==> src/rtl/mem_port_arbiter_if.sv <==
// Bundle of requester handshakes and RAM port signals shared by the
// single-port RAM arbiter and whatever sits on either side of it.
interface mem_port_arbiter_if;
    logic        if_req;
    logic [31:0] if_addr;
    logic        if_done;
    logic        ls_req;
    logic        ls_we;
    logic [31:0] ls_addr;
    logic [31:0] ls_wdata;
    logic        ls_done;
    logic [31:0] rdata;
    logic        busy;
    logic [31:0] ram_data_out;
    logic [31:0] ram_data_in;
    logic [31:0] address;
    logic        cs;
    logic        we;
    logic        oe;

    modport slave (
        input  if_req, if_addr, ls_req, ls_we, ls_addr, ls_wdata, ram_data_out,
        output if_done, ls_done, rdata, busy, ram_data_in, address, cs, we, oe
    );

    modport master (
        output if_req, if_addr, ls_req, ls_we, ls_addr, ls_wdata, ram_data_out,
        input  if_done, ls_done, rdata, busy, ram_data_in, address, cs, we, oe
    );
endinterface

==> src/rtl/mem_port_arbiter.sv <==
// Round-robin arbiter sharing one RAM port between instruction fetch and
// load/store; every access runs IDLE -> ACCESS (RAM_LAT cycles) -> DONE.
module mem_port_arbiter #(
    parameter int unsigned RAM_LAT = 2
) (
    input  logic              clk,
    input  logic              rst,
    mem_port_arbiter_if.slave bus
);
    typedef enum logic [1:0] {IDLE, ACCESS, DONE} state_e;
    typedef enum logic {GNT_IF, GNT_LS} grant_e;

    localparam logic [2:0] CNT_INIT = 3'(RAM_LAT - 1);

    state_e      state_q, state_d;
    grant_e      last_q, last_d;
    grant_e      cur_q, cur_d;
    logic [2:0]  cnt_q, cnt_d;
    logic        cs_q, cs_d;
    logic        we_q, we_d;
    logic        oe_q, oe_d;
    logic [31:0] address_q, address_d;
    logic [31:0] wdata_q, wdata_d;
    logic [31:0] rdata_q, rdata_d;
    logic        if_done_q, if_done_d;
    logic        ls_done_q, ls_done_d;
    logic        busy_q, busy_d;
    logic        pick_ls;

    always_ff @(posedge clk) begin
        if (rst) begin
            state_q   <= IDLE;
            last_q    <= GNT_IF;
            cur_q     <= GNT_IF;
            cnt_q     <= '0;
            cs_q      <= 1'b0;
            we_q      <= 1'b0;
            oe_q      <= 1'b0;
            address_q <= '0;
            wdata_q   <= '0;
            rdata_q   <= '0;
            if_done_q <= 1'b0;
            ls_done_q <= 1'b0;
            busy_q    <= 1'b0;
        end else begin
            state_q   <= state_d;
            last_q    <= last_d;
            cur_q     <= cur_d;
            cnt_q     <= cnt_d;
            cs_q      <= cs_d;
            we_q      <= we_d;
            oe_q      <= oe_d;
            address_q <= address_d;
            wdata_q   <= wdata_d;
            rdata_q   <= rdata_d;
            if_done_q <= if_done_d;
            ls_done_q <= ls_done_d;
            busy_q    <= busy_d;
        end
    end

    always_comb begin
        state_d   = state_q;
        last_d    = last_q;
        cur_d     = cur_q;
        cnt_d     = cnt_q;
        cs_d      = cs_q;
        we_d      = we_q;
        oe_d      = oe_q;
        address_d = address_q;
        wdata_d   = wdata_q;
        rdata_d   = rdata_q;
        if_done_d = 1'b0;
        ls_done_d = 1'b0;
        busy_d    = busy_q;
        pick_ls   = 1'b0;

        unique case (state_q)
            IDLE: begin
                if (bus.if_req || bus.ls_req) begin
                    // On contention the side that did not win last time goes first.
                    pick_ls = bus.ls_req && (!bus.if_req || last_q == GNT_IF);
                    cur_d   = pick_ls ? GNT_LS : GNT_IF;
                    last_d  = cur_d;
                    cs_d    = 1'b1;
                    cnt_d   = CNT_INIT;
                    busy_d  = 1'b1;
                    state_d = ACCESS;
                    if (pick_ls) begin
                        address_d = bus.ls_addr;
                        we_d      = bus.ls_we;
                        oe_d      = !bus.ls_we;
                        if (bus.ls_we) begin
                            wdata_d = bus.ls_wdata;
                        end
                    end else begin
                        address_d = {bus.if_addr[31:2], 2'b00};
                        we_d      = 1'b0;
                        oe_d      = 1'b1;
                    end
                end
            end
            ACCESS: begin
                if (cnt_q == '0) begin
                    if (!we_q) begin
                        rdata_d = bus.ram_data_out;
                    end
                    cs_d      = 1'b0;
                    we_d      = 1'b0;
                    oe_d      = 1'b0;
                    if_done_d = (cur_q == GNT_IF);
                    ls_done_d = (cur_q == GNT_LS);
                    state_d   = DONE;
                end else begin
                    cnt_d = cnt_q - 3'd1;
                end
            end
            DONE: begin
                busy_d  = 1'b0;
                state_d = IDLE;
            end
            default: begin
                state_d = IDLE;
            end
        endcase
    end

    assign bus.cs          = cs_q;
    assign bus.we          = we_q;
    assign bus.oe          = oe_q;
    assign bus.address     = address_q;
    assign bus.ram_data_in = wdata_q;
    assign bus.rdata       = rdata_q;
    assign bus.if_done     = if_done_q;
    assign bus.ls_done     = ls_done_q;
    assign bus.busy        = busy_q;
endmodule

==> src/flat_wrapper.sv <==
// flat-port wrapper written by rule: the top's interface ports become plain ports
module mem_port_arbiter_flat 
#(
    parameter int unsigned RAM_LAT = 2
)
  (clk, rst, bus_if_req, bus_if_addr, bus_ls_req, bus_ls_we, bus_ls_addr, bus_ls_wdata, bus_ram_data_out, bus_if_done, bus_ls_done, bus_rdata, bus_busy, bus_ram_data_in, bus_address, bus_cs, bus_we, bus_oe);
  mem_port_arbiter_if bus_i ();
  input  logic clk;
  input  logic rst;
  input wire logic [$bits(bus_i.if_req)-1:0] bus_if_req;
  input wire logic [$bits(bus_i.if_addr)-1:0] bus_if_addr;
  input wire logic [$bits(bus_i.ls_req)-1:0] bus_ls_req;
  input wire logic [$bits(bus_i.ls_we)-1:0] bus_ls_we;
  input wire logic [$bits(bus_i.ls_addr)-1:0] bus_ls_addr;
  input wire logic [$bits(bus_i.ls_wdata)-1:0] bus_ls_wdata;
  input wire logic [$bits(bus_i.ram_data_out)-1:0] bus_ram_data_out;
  output wire logic [$bits(bus_i.if_done)-1:0] bus_if_done;
  output wire logic [$bits(bus_i.ls_done)-1:0] bus_ls_done;
  output wire logic [$bits(bus_i.rdata)-1:0] bus_rdata;
  output wire logic [$bits(bus_i.busy)-1:0] bus_busy;
  output wire logic [$bits(bus_i.ram_data_in)-1:0] bus_ram_data_in;
  output wire logic [$bits(bus_i.address)-1:0] bus_address;
  output wire logic [$bits(bus_i.cs)-1:0] bus_cs;
  output wire logic [$bits(bus_i.we)-1:0] bus_we;
  output wire logic [$bits(bus_i.oe)-1:0] bus_oe;
  assign bus_i.if_req = bus_if_req;
  assign bus_i.if_addr = bus_if_addr;
  assign bus_i.ls_req = bus_ls_req;
  assign bus_i.ls_we = bus_ls_we;
  assign bus_i.ls_addr = bus_ls_addr;
  assign bus_i.ls_wdata = bus_ls_wdata;
  assign bus_i.ram_data_out = bus_ram_data_out;
  assign bus_if_done = bus_i.if_done;
  assign bus_ls_done = bus_i.ls_done;
  assign bus_rdata = bus_i.rdata;
  assign bus_busy = bus_i.busy;
  assign bus_ram_data_in = bus_i.ram_data_in;
  assign bus_address = bus_i.address;
  assign bus_cs = bus_i.cs;
  assign bus_we = bus_i.we;
  assign bus_oe = bus_i.oe;
  mem_port_arbiter #(.RAM_LAT(RAM_LAT)) u_core (.clk(clk), .rst(rst), .bus(bus_i));
endmodule
==> config.mk <==
export PLATFORM = sky130hd
export DESIGN_NAME = mem_port_arbiter_flat
export DESIGN_NICKNAME = d
export VERILOG_FILES = /design/src/rtl/mem_port_arbiter_if.sv /design/src/rtl/mem_port_arbiter.sv /design/src/flat_wrapper.sv
export SDC_FILE = /design/constraint.sdc
export NUM_CORES = 1
export LEC_CHECK = 0
export CAP_MARGIN = 20
export CORE_MARGIN = 2
export CORE_UTILIZATION = 44
export CTS_CLUSTER_DIAMETER = 30
export DETAILED_ROUTE_END_ITERATION = 8
export PLACE_DENSITY = 0.85
export SYNTH_ARGS = -nofsm -noshare
export SYNTH_HDL_FRONTEND = slang
export SYNTH_SLANG_ARGS = --single-unit
==> constraint.sdc <==
create_clock -name clk -period 3.2 [get_ports clk]
set_input_delay 0.64 -clock clk [delete_from_list [all_inputs] [get_ports clk]]
set_output_delay 0.64 -clock clk [all_outputs]
set_load 0.05 [all_outputs]
### Word-level counts from Yosys, hierarchy flattened

Index checks and enable logic that the tools add are counted.

| storage, ports and cells | value |
|---|---|
| bits in registers | 108 |
| input port bits | 133 |
| logic and storage cells | 57 |

| operators by class | value |
|---|---|
| add/sub/neg operators | 1 |
| equal/unequal tests | 5 |
| muxes and demuxes | 18 |
| bitwise gates (word level) | 4 |
| reduce and logical (&&, ||, !) cells | 17 |

Operators with widths:

| kind | count |
|---|---|
| $mux 32 | 1 |
| $reduce_and 3->1 | 3 |
| $pmux 1 s2 | 4 |
| $mux 1 | 7 |
| $mux 3 | 2 |
| $pmux 3 s2 | 1 |
| $reduce_and 2->1 | 3 |
| $mux 2 | 2 |
| $ne 2x1->1 const B | 2 |
| $not 1->1 | 4 |
| $pmux 2 s2 | 1 |
| $reduce_and 4->1 | 1 |
| $reduce_bool 2->1 | 2 |
| $logic_not 3->1 | 1 |
| $reduce_or 3->1 | 1 |
| $sub 3x1->3 const B | 1 |
| $eq 2x1->1 const B | 1 |
| $eq 2x2->1 const B | 1 |
| $logic_not 1->1 | 2 |
| $logic_not 2->1 | 1 |
| $logic_or 1x1->1 | 2 |
| $ne 2x2->1 const B | 1 |
| $logic_and 1x1->1 | 1 |

### Longest topological paths before layout

Gate-level depths: netlist (run 1).

| depth | value |
|---|---|
| depth in word-level cells | 6 |
| depth in mapped cells | 7 |
| gate-level depth less buffers | 5 |

### Worst setup path before layout (run 1)

OpenSTA, ideal clock, no wires.

| path | value |
|---|---|
| path type | input-to-reg |
| start point | in rst |
| end point | reg u_core.address_q[19] (netlist: u_core.bus.address[19]) |
| setup time | 0.147 ns |
| data arrival time | 1.424 ns |
| required time | 3.053 ns |
| setup slack | 1.629 ns |
| stages | 4 |
| path buffers | 3 |
| cell sequence | buf_2 buf_2 clkbuf_1 a311oi_2 |

RTL lines:

| item | line | source |
|---|---|---|
| start, declared | flat_wrapper.sv:9 | `input logic rst;` |
| end signal, assigned | mem_port_arbiter.sv:53 | `address_q <= address_d;` |
| end, declared | mem_port_arbiter.sv:22 | `logic [31:0] address_q, address_d;` |

No word-level cell between the ends.

### Worst setup path after layout (run 1)

| path | value |
|---|---|
| start point | reg u_core.we_q (netlist: u_core.bus.we) |
| end point | out bus_we |

RTL lines:

| item | line | source |
|---|---|---|
| start, declared | mem_port_arbiter.sv:20 | `logic we_q, we_d;` |
| start signal, assigned | mem_port_arbiter.sv:51 | `we_q <= we_d;` |
| end, declared | flat_wrapper.sv:24 | `output wire logic [$bits(bus_i.we)-1:0] bus_we;` |

No word-level cell between the ends.

==> metrics.csv, run 1 <==
stage,metric,value,unit
detailed_routing,dr.pass1.iters,5,
pwr,leakage,2.63,nW
sta,post-route-min-period,2.33,ns
die,initial_core_util,45.5,%
sta,fmax,429,MHz
run,max_cap_violations,0,
synthesis,ys_seq_area_share,43.7,%
synthesis,ys.flop_type,dfxtp_1,
die,fp.dieW,110,um
synthesis,synth_cell_types,41,
global_route,grt_pass1_wl,21.8,mm
synthesis,yosysTopAreaCell,dfxtp_1,
global_route,grt_pass1_vias,4623,
detailed_routing,num_vias,4626,
setup_path,cp.buffers_inverters,1,
die,die_h,110,um
synthesis,synth-async-reset-ratio,0,%
setup_path,critPathMaxStageDelay,0.88,ns
sta,finalSetupViolCount,0,
sta,slew_violations,0,
detailed_routing,initialDrtViolationCount,292,
sta,rsz0062_at_grt,false,
synthesis,yosys_warnings,0,
placement,port_buffers,232,
synthesis,synthTopCellsByCount,"nand2_1, dfxtp_1, a21oi_1, a311oi_1, inv_1",
clocking,insertion_delay,0.36,ns
sta,relSlewSlack,53.6,%
setup_path,critPathCaptureType,output port,
die,core_area,10900,um^2
clocking,hold_buffers,0,
setup_path,cp_slowest_cell,clkdlybuf4s50_1,
global_route,grtUsageTotal,22.8,%
synthesis,syn_nets,659,
global_route,antenna_found_initial,0,
detailed_routing,drc,0,
sta,period_share,72.9,%
sta,finClkSkew,0.00687,ns
clocking,cts-root-buf,clkbuf_8,
synthesis,synth_edf_count,0,
status,status,finished clean,
pwr,ir_drop,279,uV
synthesis,yosys.area.top_type_share,43.7,%
setup_path,rrSetupSlack,1.11,ns
cells_and_area,final_core_util,67.8,%
clocking,post-cts-setup-buffer-count,0,
setup_path,critPathLaunchType,flop,
detailed_routing,wl_per_cell,16.5,um
die,rows,38,
clocking,clkTransAtPathRegs,0.10,ns
global_route,grt_max_degree,41,
synthesis,synth_area_leaders,"dfxtp_1, nand2_1, a311oi_2, mux2i_1, a311oi_1",
cells_and_area,drive_gt1_share,9.86,%
clocking,htreeDepth,3,
detailed_routing,viasPerCell,5.32,
min_path,min_path_type,flop to flop,
synthesis,yosysMostFrequentCell,nand2_1,
synthesis,avgSynthCellArea,9.45,um^2
clocking,cts_tree,built,
setup_path,crit_arrival,1.69,ns
setup_path,crit_chain,clkdlybuf4s50_1,
cells_and_area,antenna_cells,0,
placement,hpwlAfterDp,10.5,mm
setup_path,path_delay_family,buffers and inverters,
placement,place.gp.congestion,0.778,
die,num_io_pins,235,
synthesis,syn_area,4950,um^2
clocking,cts_buffers,9,
setup_path,path_class,flop to output port,
sta,max_slew.worst_pin.slew,0.694,ns
detailed_routing,ant_nets,0,
clocking,cts.sinks,108,
clocking,clk_path_buf_depth,2,
synthesis,netlist_instances,524,
global_route,overflow,0,
detailed_routing,wirelength,14.4,mm
cells_and_area,nNetsFinal,861,
setup_path,crit_required,2.56,ns
cells_and_area,syn2layout_area_growth,49.1,%
sta,final_hold_viol_count,0,
die,dieArea,12100,um^2
synthesis,yosys_register_bits,108,
sta,finalSetupTns,0,ns
clocking,cts_resized,0,
pwr,power-per-cell-area,503,nW/um^2
setup_path,worstPathMaxFanout,3,
per-layer routing:
layer / global-route usage, % / vias to the layer above / share of wire [%] / wire length [um]
li1: - / 2254 / - / -
met1: 25.4 / 2175 / 40 / 5780
met2: 40.5 / 182 / 48 / 6970
met3: 7.88 / 15 / 9.9 / 1420
met4: 7.50 / 0 / 1.5 / 209
met5: 0 / - / 0 / 0
sequential cells by signal, summed over array words and instances (netlist names):
| signal | cells |
|---|---|
| u_core.bus.address | 32 |
| u_core.cnt_q | 3 |
| u_core.bus.busy | 1 |
| u_core.last_q | 1 |
| u_core.bus.cs | 1 |
| u_core.state_q | 2 |
| u_core.bus.ls_done | 1 |
| u_core.bus.oe | 1 |
| u_core.bus.ram_data_in | 32 |
| u_core.bus.rdata | 32 |
| u_core.bus.if_done | 1 |
| u_core.bus.we | 1 |
per-stage QoR:
step           setup slack (ns)  hold WS [ns]  total power [mW]  area, um^2  instances
3_3_place_gp              0.891         0.442              2.87        7190        855
5_1_grt                   0.797         0.484              3.87        7380        870
2_1_floorplan              1.63         0.473              2.45        4950        524
3_5_place_dp              0.789         0.454              2.91        7190        855
6_report                  0.868         0.464              3.71        7380        870
4_1_cts                   0.845         0.468              3.74        7380        870
area by class of cell:
| type | count | area, um^2 |
|---|---|---|
| multi-input cells | 325 | 2280 |
| clock inverters | 3 | 46.3 |
| well taps | 140 | 175 |
| fillers | 842 | 3510 |
| clock buffers | 12 | 145 |
| repair buffers | 246 | 2440 |
| inverters | 36 | 135 |
| flip-flops and latches | 108 | 2160 |
cells in the final DEF (no fill, tap or decap), drive strengths merged, types with 2 or more instances in the layout:
master / instances
nor2: 5
nand3: 2
a311oi: 62
o21ai: 4
mux2i: 32
clkbuf: 12
or2: 2
ha: 2
a31o: 33
a21oi: 36
nor2b: 2
inv: 37
nand2: 129
clkdlybuf4s50: 231
nand2b: 2
dfxtp: 108
buf: 15
cells by family (layout without fill, tap and decap cells):
family / count (synthesis) / in the layout / share of synthesized area, %
flip-flops: 108 / 108 / 43.7
adder cells (fa/ha/maj): 2 / 2 / 0.505
multiplexers: 32 / 32 / 6.47
AND/OR/NAND/NOR: 148 / 148 / 13.0
buffers and inverters: 91 / 297 / 10.6
AO/OA/AOI/OAI: 143 / 143 / 25.8
power breakdown:
part / switching, mW / internal, mW
registers: 0.0714 / 1.47
clock network: 0.455 / 0.384
logic: 0.817 / 0.514
total: 1.34 / 2.37
path summary, 6_finish.rpt:
| check | from | end | cells after the start |
|---|---|---|---|
| worst min register to register | u_core.bus.cs | u_core.bus.cs | 2 |
| worst min-delay path | u_core.bus.cs | u_core.bus.cs | 2 |
| worst max register to register | u_core.cnt_q[0] | u_core.bus.rdata[7] | 5 |
| worst max-delay path | u_core.bus.we | bus_we | 1 |
(Power assumes the default switching activity.)
==> inputs of run 2 (changes only) <==
--- a/config.mk
+++ b/config.mk
@@ -7,10 +7,10 @@
 export LEC_CHECK = 0
 export CAP_MARGIN = 20
 export CORE_MARGIN = 2
-export CORE_UTILIZATION = 44
+export CORE_UTILIZATION = 37
 export CTS_CLUSTER_DIAMETER = 30
 export DETAILED_ROUTE_END_ITERATION = 8
-export PLACE_DENSITY = 0.85
+export PLACE_DENSITY = 0.77
 export SYNTH_ARGS = -nofsm -noshare
 export SYNTH_HDL_FRONTEND = slang
 export SYNTH_SLANG_ARGS = --single-unit
==> constraint.sdc (replaced) <==
create_clock -name clk -period 1.9 [get_ports clk]
set_input_delay 0.38 -clock clk [delete_from_list [all_inputs] [get_ports clk]]
set_output_delay 0.38 -clock clk [all_outputs]
set_load 0.05 [all_outputs]
==> metrics.csv, run 2 (synthesis gave the netlist of run 1 again) <==
stage,metric,value,unit,change
clocking,insertion_delay,0.35,ns,about the same
detailed_routing,wl_per_cell,16.0,um,-3.3%
clocking,htreeDepth,3,,unchanged
pwr,leakage,3.61,nW,+37%
pwr,p_sw_share,34.6,%,-1.6 points
setup_path,crit_arrival,1.49,ns,-0.20 ns
detailed_routing,dr.pass1.iters,5,,unchanged
die,die_h,120,um,+8.7%
cells_and_area,syn2layout_area_growth,56.1,%,
detailed_routing,drc,0,,unchanged
clocking,cts_tree,built,,
detailed_routing,wl_met1,6.14,mm,+6.2%
cells_and_area,postLayoutCellArea,7730,um^2,+4.7%
die,num_io_pins,235,,unchanged
status,status,finished clean,,
placement,placed_cell_area,7340,um^2,+2.1%
clocking,cts-root-buf,clkbuf_16,,
global_route,grt_max_degree,70,,+71%
setup_path,path_class,flop to output port,,
setup_path,path_delay_family,buffers and inverters,,
clocking,post-cts-setup-buffer-count,0,,unchanged
detailed_routing,wirelength,14.7,mm,+2.2%
die,rows,42,,+11%
cells_and_area,nFillCells,1093,,+30%
pwr,ir_drop,415,uV,+49%
setup_path,crit_required,1.52,ns,-1.04 ns
setup_path,critPathLaunchType,flop,,
cells_and_area,final_cell_mix,"clkdlybuf4s50_1, nand2_1, dfxtp_1, dlymetal6s2s_1, buf_4",,
detailed_routing,ant_nets,0,,unchanged
clocking,cts_buffers,9,,unchanged
placement,port_buffers,232,,unchanged
global_route,antenna_found_initial,0,,unchanged
detailed_routing,top_layer,met4,,
cells_and_area,layout_commonest_cell,clkdlybuf4s50_1,,
pwr,clockPowerShare,26.8,%,+4.2 points
die,dieArea,14300,um^2,+18%
cells_and_area,nNetsFinal,875,,+1.6%
global_route,grtUsageTotal,19.9,%,-3.0 points
global_route,grt_pass1_vias,4593,,-0.65%
sta,final_hold_viol_count,0,,unchanged
placement,hpwlAfterDp,10.5,mm,+0.15%
cells_and_area,final_cells,919,,+5.6%
pwr,p_int,4.36,mW,+84%
sta,slew_violations,0,,unchanged
setup_path,worstPathMaxFanout,2,,-1
sta,fmax,534,MHz,
detailed_routing,routed-wl-met2,6.97,mm,about the same
detailed_routing,initialDrtViolationCount,249,,-15%
placement,place.gp.congestion,0.758,,-2.5%
sta,relSlewSlack,61.0,%,+7.4 points
global_route,grt_pass1_wl,22.8,mm,+4.7%
cells_and_area,drive_gt1_share,14.4,%,+4.5 points
pwr,power-per-cell-area,863,nW/um^2,+72%
sta,finClkSkew,0.00549,ns,-0.00139 ns
clocking,cts.sinks,108,,unchanged
run,max_cap_violations,0,,unchanged
sta,finalSetupViolCount,0,,unchanged
pwr,seq_power_share,38.9,%,-2.6 points
cells_and_area,antenna_cells,0,,unchanged
setup_path,critPathMaxStageDelay,0.81,ns,-0.07 ns
sta,period_share,98.5,%,
detailed_routing,dr_wl_met3,1.26,mm,-11%
die,fp.dieW,120,um,+8.7%
min_path,min_path_type,input port to flop,,
clocking,clkTransAtPathRegs,0.07,ns,-0.03 ns
setup_path,cp_slowest_cell,clkdlybuf4s50_1,,
placement,numPlacedInstances,904,,+5.7%
die,initial_core_util,37.7,%,-7.8 points
setup_path,path_depth,1,,unchanged
detailed_routing,viasPerCell,5.10,,-4.0%
setup_path,crit_chain,clkdlybuf4s50_1,,
sta,max_slew.worst_pin.slew,0.583,ns,-0.111 ns
sta,finalSetupTns,0,ns,unchanged
clocking,clk_path_buf_depth,2,,unchanged
setup_path,critPathCaptureType,output port,,
min_path,hold_depth,2,,unchanged
detailed_routing,num_vias,4690,,+1.4%
clocking,hold_buffers,0,,unchanged
setup_path,worstRegToRegCells,6,,+1
die,core_area,13100,um^2,+21%
pwr,comb_power_share,34.2,%,-1.7 points
sta,post-route-min-period,1.87,ns,
global_route,overflow,0,,unchanged
setup_path,cp.buffers_inverters,1,,unchanged
pwr,switchingPower,2.31,mW,+72%
run 2: what timing repair did:
item,in CTS,in global routing
cloned,1,0
gates resized for setup,11,46
pin swaps,1,0
endpoints found under the setup margin,40,46
run 2: final cells by class:
class	count	area (um^2)	share of cell area, %
tap	176	220	2.85
multi-input combinational	326	2290	29.7
inverter	36	135	1.75
clock buffer	11	233	3.01
timing repair buffer	259	2650	34.2
sequential	108	2160	28.0
clock inverter	3	40.0	0.518
run 2: worst paths after layout:
check | startpoint | end | slack (ns)
worst max register to register | u_core.cnt_q[0] | u_core.bus.rdata[30] | 0.23
worst min-delay path | rst | u_core.state_q[0] | 0.42
worst min register to register | u_core.bus.rdata[14] | u_core.bus.rdata[14] | 0.46
worst max-delay path | u_core.bus.address[3] | bus_address[3] | 0.03
run 2: routing by layer:
layer | GRT usage, % | vias up
li1 | - | 2279
met1 | 24.7 | 2168
met2 | 32.5 | 224
met3 | 5.75 | 19
met4 | 7.65 | 0
met5 | 0 | -
run 2: power groups by stage:
stage	combinational [mW]	sequential (mW)	clock, mW
2_1_floorplan	0.804	3.33	0
3_3_place_gp	2.27	2.64	0
3_5_place_dp	2.30	2.65	0
4_1_cts	2.30	2.60	1.85
5_1_grt	2.41	2.62	1.94
6_report	2.28	2.60	1.79
run 2: per-stage QoR:
stage	setup slack, ns	utilization [%]	hold slack [ns]	total power [mW]
2_1_floorplan	0.543	-	0.473	4.13
3_3_place_gp	-0.385	55.9	0.441	4.90
3_5_place_dp	-0.437	55.9	0.449	4.95
4_1_cts	0.000813	57.9	0.399	6.75
5_1_grt	-0.00535	58.8	0.418	6.97
6_report	0.0284	58.8	0.416	6.67
==> inputs of run 3 (changes only) <==
--- a/config.mk
+++ b/config.mk
@@ -10,6 +10,7 @@
 export CORE_UTILIZATION = 37
 export CTS_CLUSTER_DIAMETER = 30
 export DETAILED_ROUTE_END_ITERATION = 8
+export GPL_TIMING_DRIVEN = 0
 export PLACE_DENSITY = 0.77
 export SYNTH_ARGS = -nofsm -noshare
 export SYNTH_HDL_FRONTEND = slang
==> metrics.csv, run 3 (synthesis gave the netlist of run 1 again) <==
stage,metric,value,unit,change
setup_path,worstPathMaxFanout,2,,unchanged
clocking,cts_buffers,9,,unchanged
cells_and_area,nNetsFinal,900,,+2.9%
setup_path,crit_required,1.52,ns,about the same
global_route,overflow,0,,unchanged
setup_path,worstRegToRegCells,7,,+1
placement,place.gp.congestion,0.798,,+5.3%
cells_and_area,layout_commonest_cell,clkdlybuf4s50_1,,
min_path,min_path_type,flop to flop,,
setup_path,cp.buffers_inverters,1,,unchanged
die,fp.dieW,120,um,unchanged
pwr,p_total,6.79,mW,+1.8%
global_route,grt.busiest_layer,met2,,
die,rows,42,,unchanged
detailed_routing,wl_per_cell,16.7,um,+4.3%
pwr,seq_power_share,38.3,%,-0.6 points
sta,relSlewSlack,54.2,%,-6.9 points
global_route,grt_max_degree,18,,-74%
global_route,grt_pass1_wl,24.5,mm,+7.3%
sta,hold_ws,0.458,ns,+0.0424 ns
detailed_routing,dr.pass1.iters,4,,-1
pwr,switchingPower,2.40,mW,+4.1%
setup_path,rrSetupSlack,0.30,ns,+0.07 ns
detailed_routing,initialDrtViolationCount,214,,-14%
global_route,antenna_found_initial,0,,unchanged
sta,finClkSkew,0.00885,ns,+0.00336 ns
setup_path,crit_arrival,1.49,ns,about the same
global_route,grtUsageTotal,21.3,%,+1.5 points
setup_path,critPathCaptureType,output port,,
setup_path,path_delay_family,buffers and inverters,,
sta,fmax,534,MHz,-0.14%
pwr,p_int,4.38,mW,+0.50%
cells_and_area,antenna_cells,0,,unchanged
pwr,clockPowerShare,27.8,%,+1.0 points
die,die_h,120,um,unchanged
setup_path,path_class,flop to output port,,
global_route,use_met2,36.1,%,+3.6 points
sta,finalSetupViolCount,0,,unchanged
detailed_routing,ant_nets,0,,unchanged
global_route,globalRouteMet3Util,6.27,%,+0.52 points
placement,placed_cell_area,7470,um^2,+1.8%
setup_path,worstReg2RegStart,u_core.cnt_q[0],,
clocking,cts_tree,built,,
sta,slew_violations,0,,unchanged
detailed_routing,num_vias,4816,,+2.7%
die,dieArea,14300,um^2,unchanged
status,status,finished clean,,
cells_and_area,final_core_util,59.7,%,+0.89 points
sta,final_hold_viol_count,0,,unchanged
cells_and_area,final_cell_mix,"clkdlybuf4s50_1, nand2_1, dfxtp_1, dlymetal6s2s_1, dlygate4sd2_1",,
cells_and_area,final_cells,946,,+2.9%
min_path,hold_depth,2,,unchanged
clocking,htreeDepth,3,,unchanged
clocking,clk_path_buf_depth,2,,unchanged
pwr,comb_power_share,33.9,%,-0.3 points
pwr,leakage,3.76,nW,+4.1%
global_route,grt_pass1_vias,4822,,+5.0%
sta,period_share,98.6,%,+0.14 points
detailed_routing,drc,0,,unchanged
clocking,post-cts-setup-buffer-count,0,,unchanged
setup_path,cp_slowest_cell,clkdlybuf4s50_1,,
min_path,min-delay-start,u_core.bus.rdata[21],,
detailed_routing,wirelength,15.8,mm,+7.4%
sta,max_slew.worst_pin.slew,0.687,ns,+0.104 ns
setup_path,worstReg2RegEnd,u_core.bus.rdata[14],,
cells_and_area,postLayoutCellArea,7840,um^2,+1.5%
clocking,hold_buffers,0,,unchanged
placement,hpwlAfterDp,11.7,mm,+12%
setup_path,critPathMaxStageDelay,0.80,ns,about the same
die,core_area,13100,um^2,unchanged
setup_path,crit_chain,clkdlybuf4s50_1,,
cells_and_area,syn2layout_area_growth,58.4,%,
sta,post-route-min-period,1.87,ns,+0.00266 ns
clocking,cts_resized,37,,+26
clocking,cts-root-buf,clkbuf_16,,
die,initial_core_util,37.7,%,unchanged
clocking,clkTransAtPathRegs,0.07,ns,about the same
cells_and_area,drive_gt1_share,11.9,%,-2.5 points
die,num_io_pins,235,,unchanged
placement,numPlacedInstances,930,,+2.9%
global_route,use_met1,25.6,%,+0.91 points
run,max_cap_violations,0,,unchanged
clocking,cts.sinks,108,,unchanged
clocking,insertion_delay,0.35,ns,about the same
pwr,ir_drop,424,uV,+2.1%
min_path,holdPathEnd,u_core.bus.rdata[21],,
pwr,p_sw_share,35.4,%,+0.81 points
detailed_routing,viasPerCell,5.09,,-0.24%
pwr,power-per-cell-area,865,nW/um^2,+0.25%
placement,port_buffers,230,,-0.86%
setup_path,critPathLaunchType,flop,,
==> run 3: changes by cell type in the layout (fill, tap and decap cells not counted), sizes merged <==
cell	previous run	this run
clkinv	2	4
nor2	6	5
dlymetal6s2s	46	49
clkdlybuf4s50	153	144
clkbuf	11	30
buf	50	35
clkinvlp	0	1
dlygate4sd2	10	37
==> run 3: through the flow <==
step                      setup TNS (ns)  worst slack (ns)
after floorplan                        0             0.543
after global placement            -0.627           -0.0305
after detailed placement           -1.48           -0.0602
after CTS                              0          0.000656
after global routing            -0.00601          -0.00601
final                                  0            0.0257
==> run 3: power by group through the flow <==
| stage | Combinational (mW) | Sequential (mW) | Clock (mW) |
|---|---|---|---|
| 2_1_floorplan | 0.804 | 3.33 | 0 |
| 3_3_place_gp | 2.33 | 2.65 | 0 |
| 3_5_place_dp | 2.36 | 2.65 | 0 |
| 4_1_cts | 2.32 | 2.60 | 1.92 |
| 5_1_grt | 2.42 | 2.62 | 2.03 |
| 6_report | 2.30 | 2.60 | 1.89 |
==> run 3: final cells by class <==
type / instances / area (um^2)
well taps: 176 / 220
multi-input cells: 325 / 2270
flip-flops and latches: 108 / 2160
plain buffers: 55 / 388
clock buffers: 10 / 229
fillers: 1147 / 5290
clock inverters: 6 / 65.1
inverters: 36 / 135
repair buffers: 230 / 2380
==> run 3: worst max-delay path by stage <==
stage,depth (start not counted),slack [ns],to,from
after floorplan,7,0.54,u_core.bus.rdata[0],u_core.cnt_q[0]
after global placement,6,-0.03,u_core.bus.ram_data_in[22],bus_ls_req
after detailed placement,5,-0.06,u_core.bus.address[22],bus_if_req
after CTS,1,0.0007,bus_ram_data_in[23],u_core.bus.ram_data_in[23]
after global routing,1,-0.006,bus_rdata[12],u_core.bus.rdata[12]
final,1,0.03,bus_rdata[12],u_core.bus.rdata[12]
==> run 3: layer usage <==
| metal | routed length, um | part of all wire (%) |
|---|---|---|
| met5 | 0 | 0 |
| met4 | 360 | 2.3 |
| met3 | 1200 | 7.6 |
| met2 | 7550 | 48 |
| met1 | 6660 | 42 |
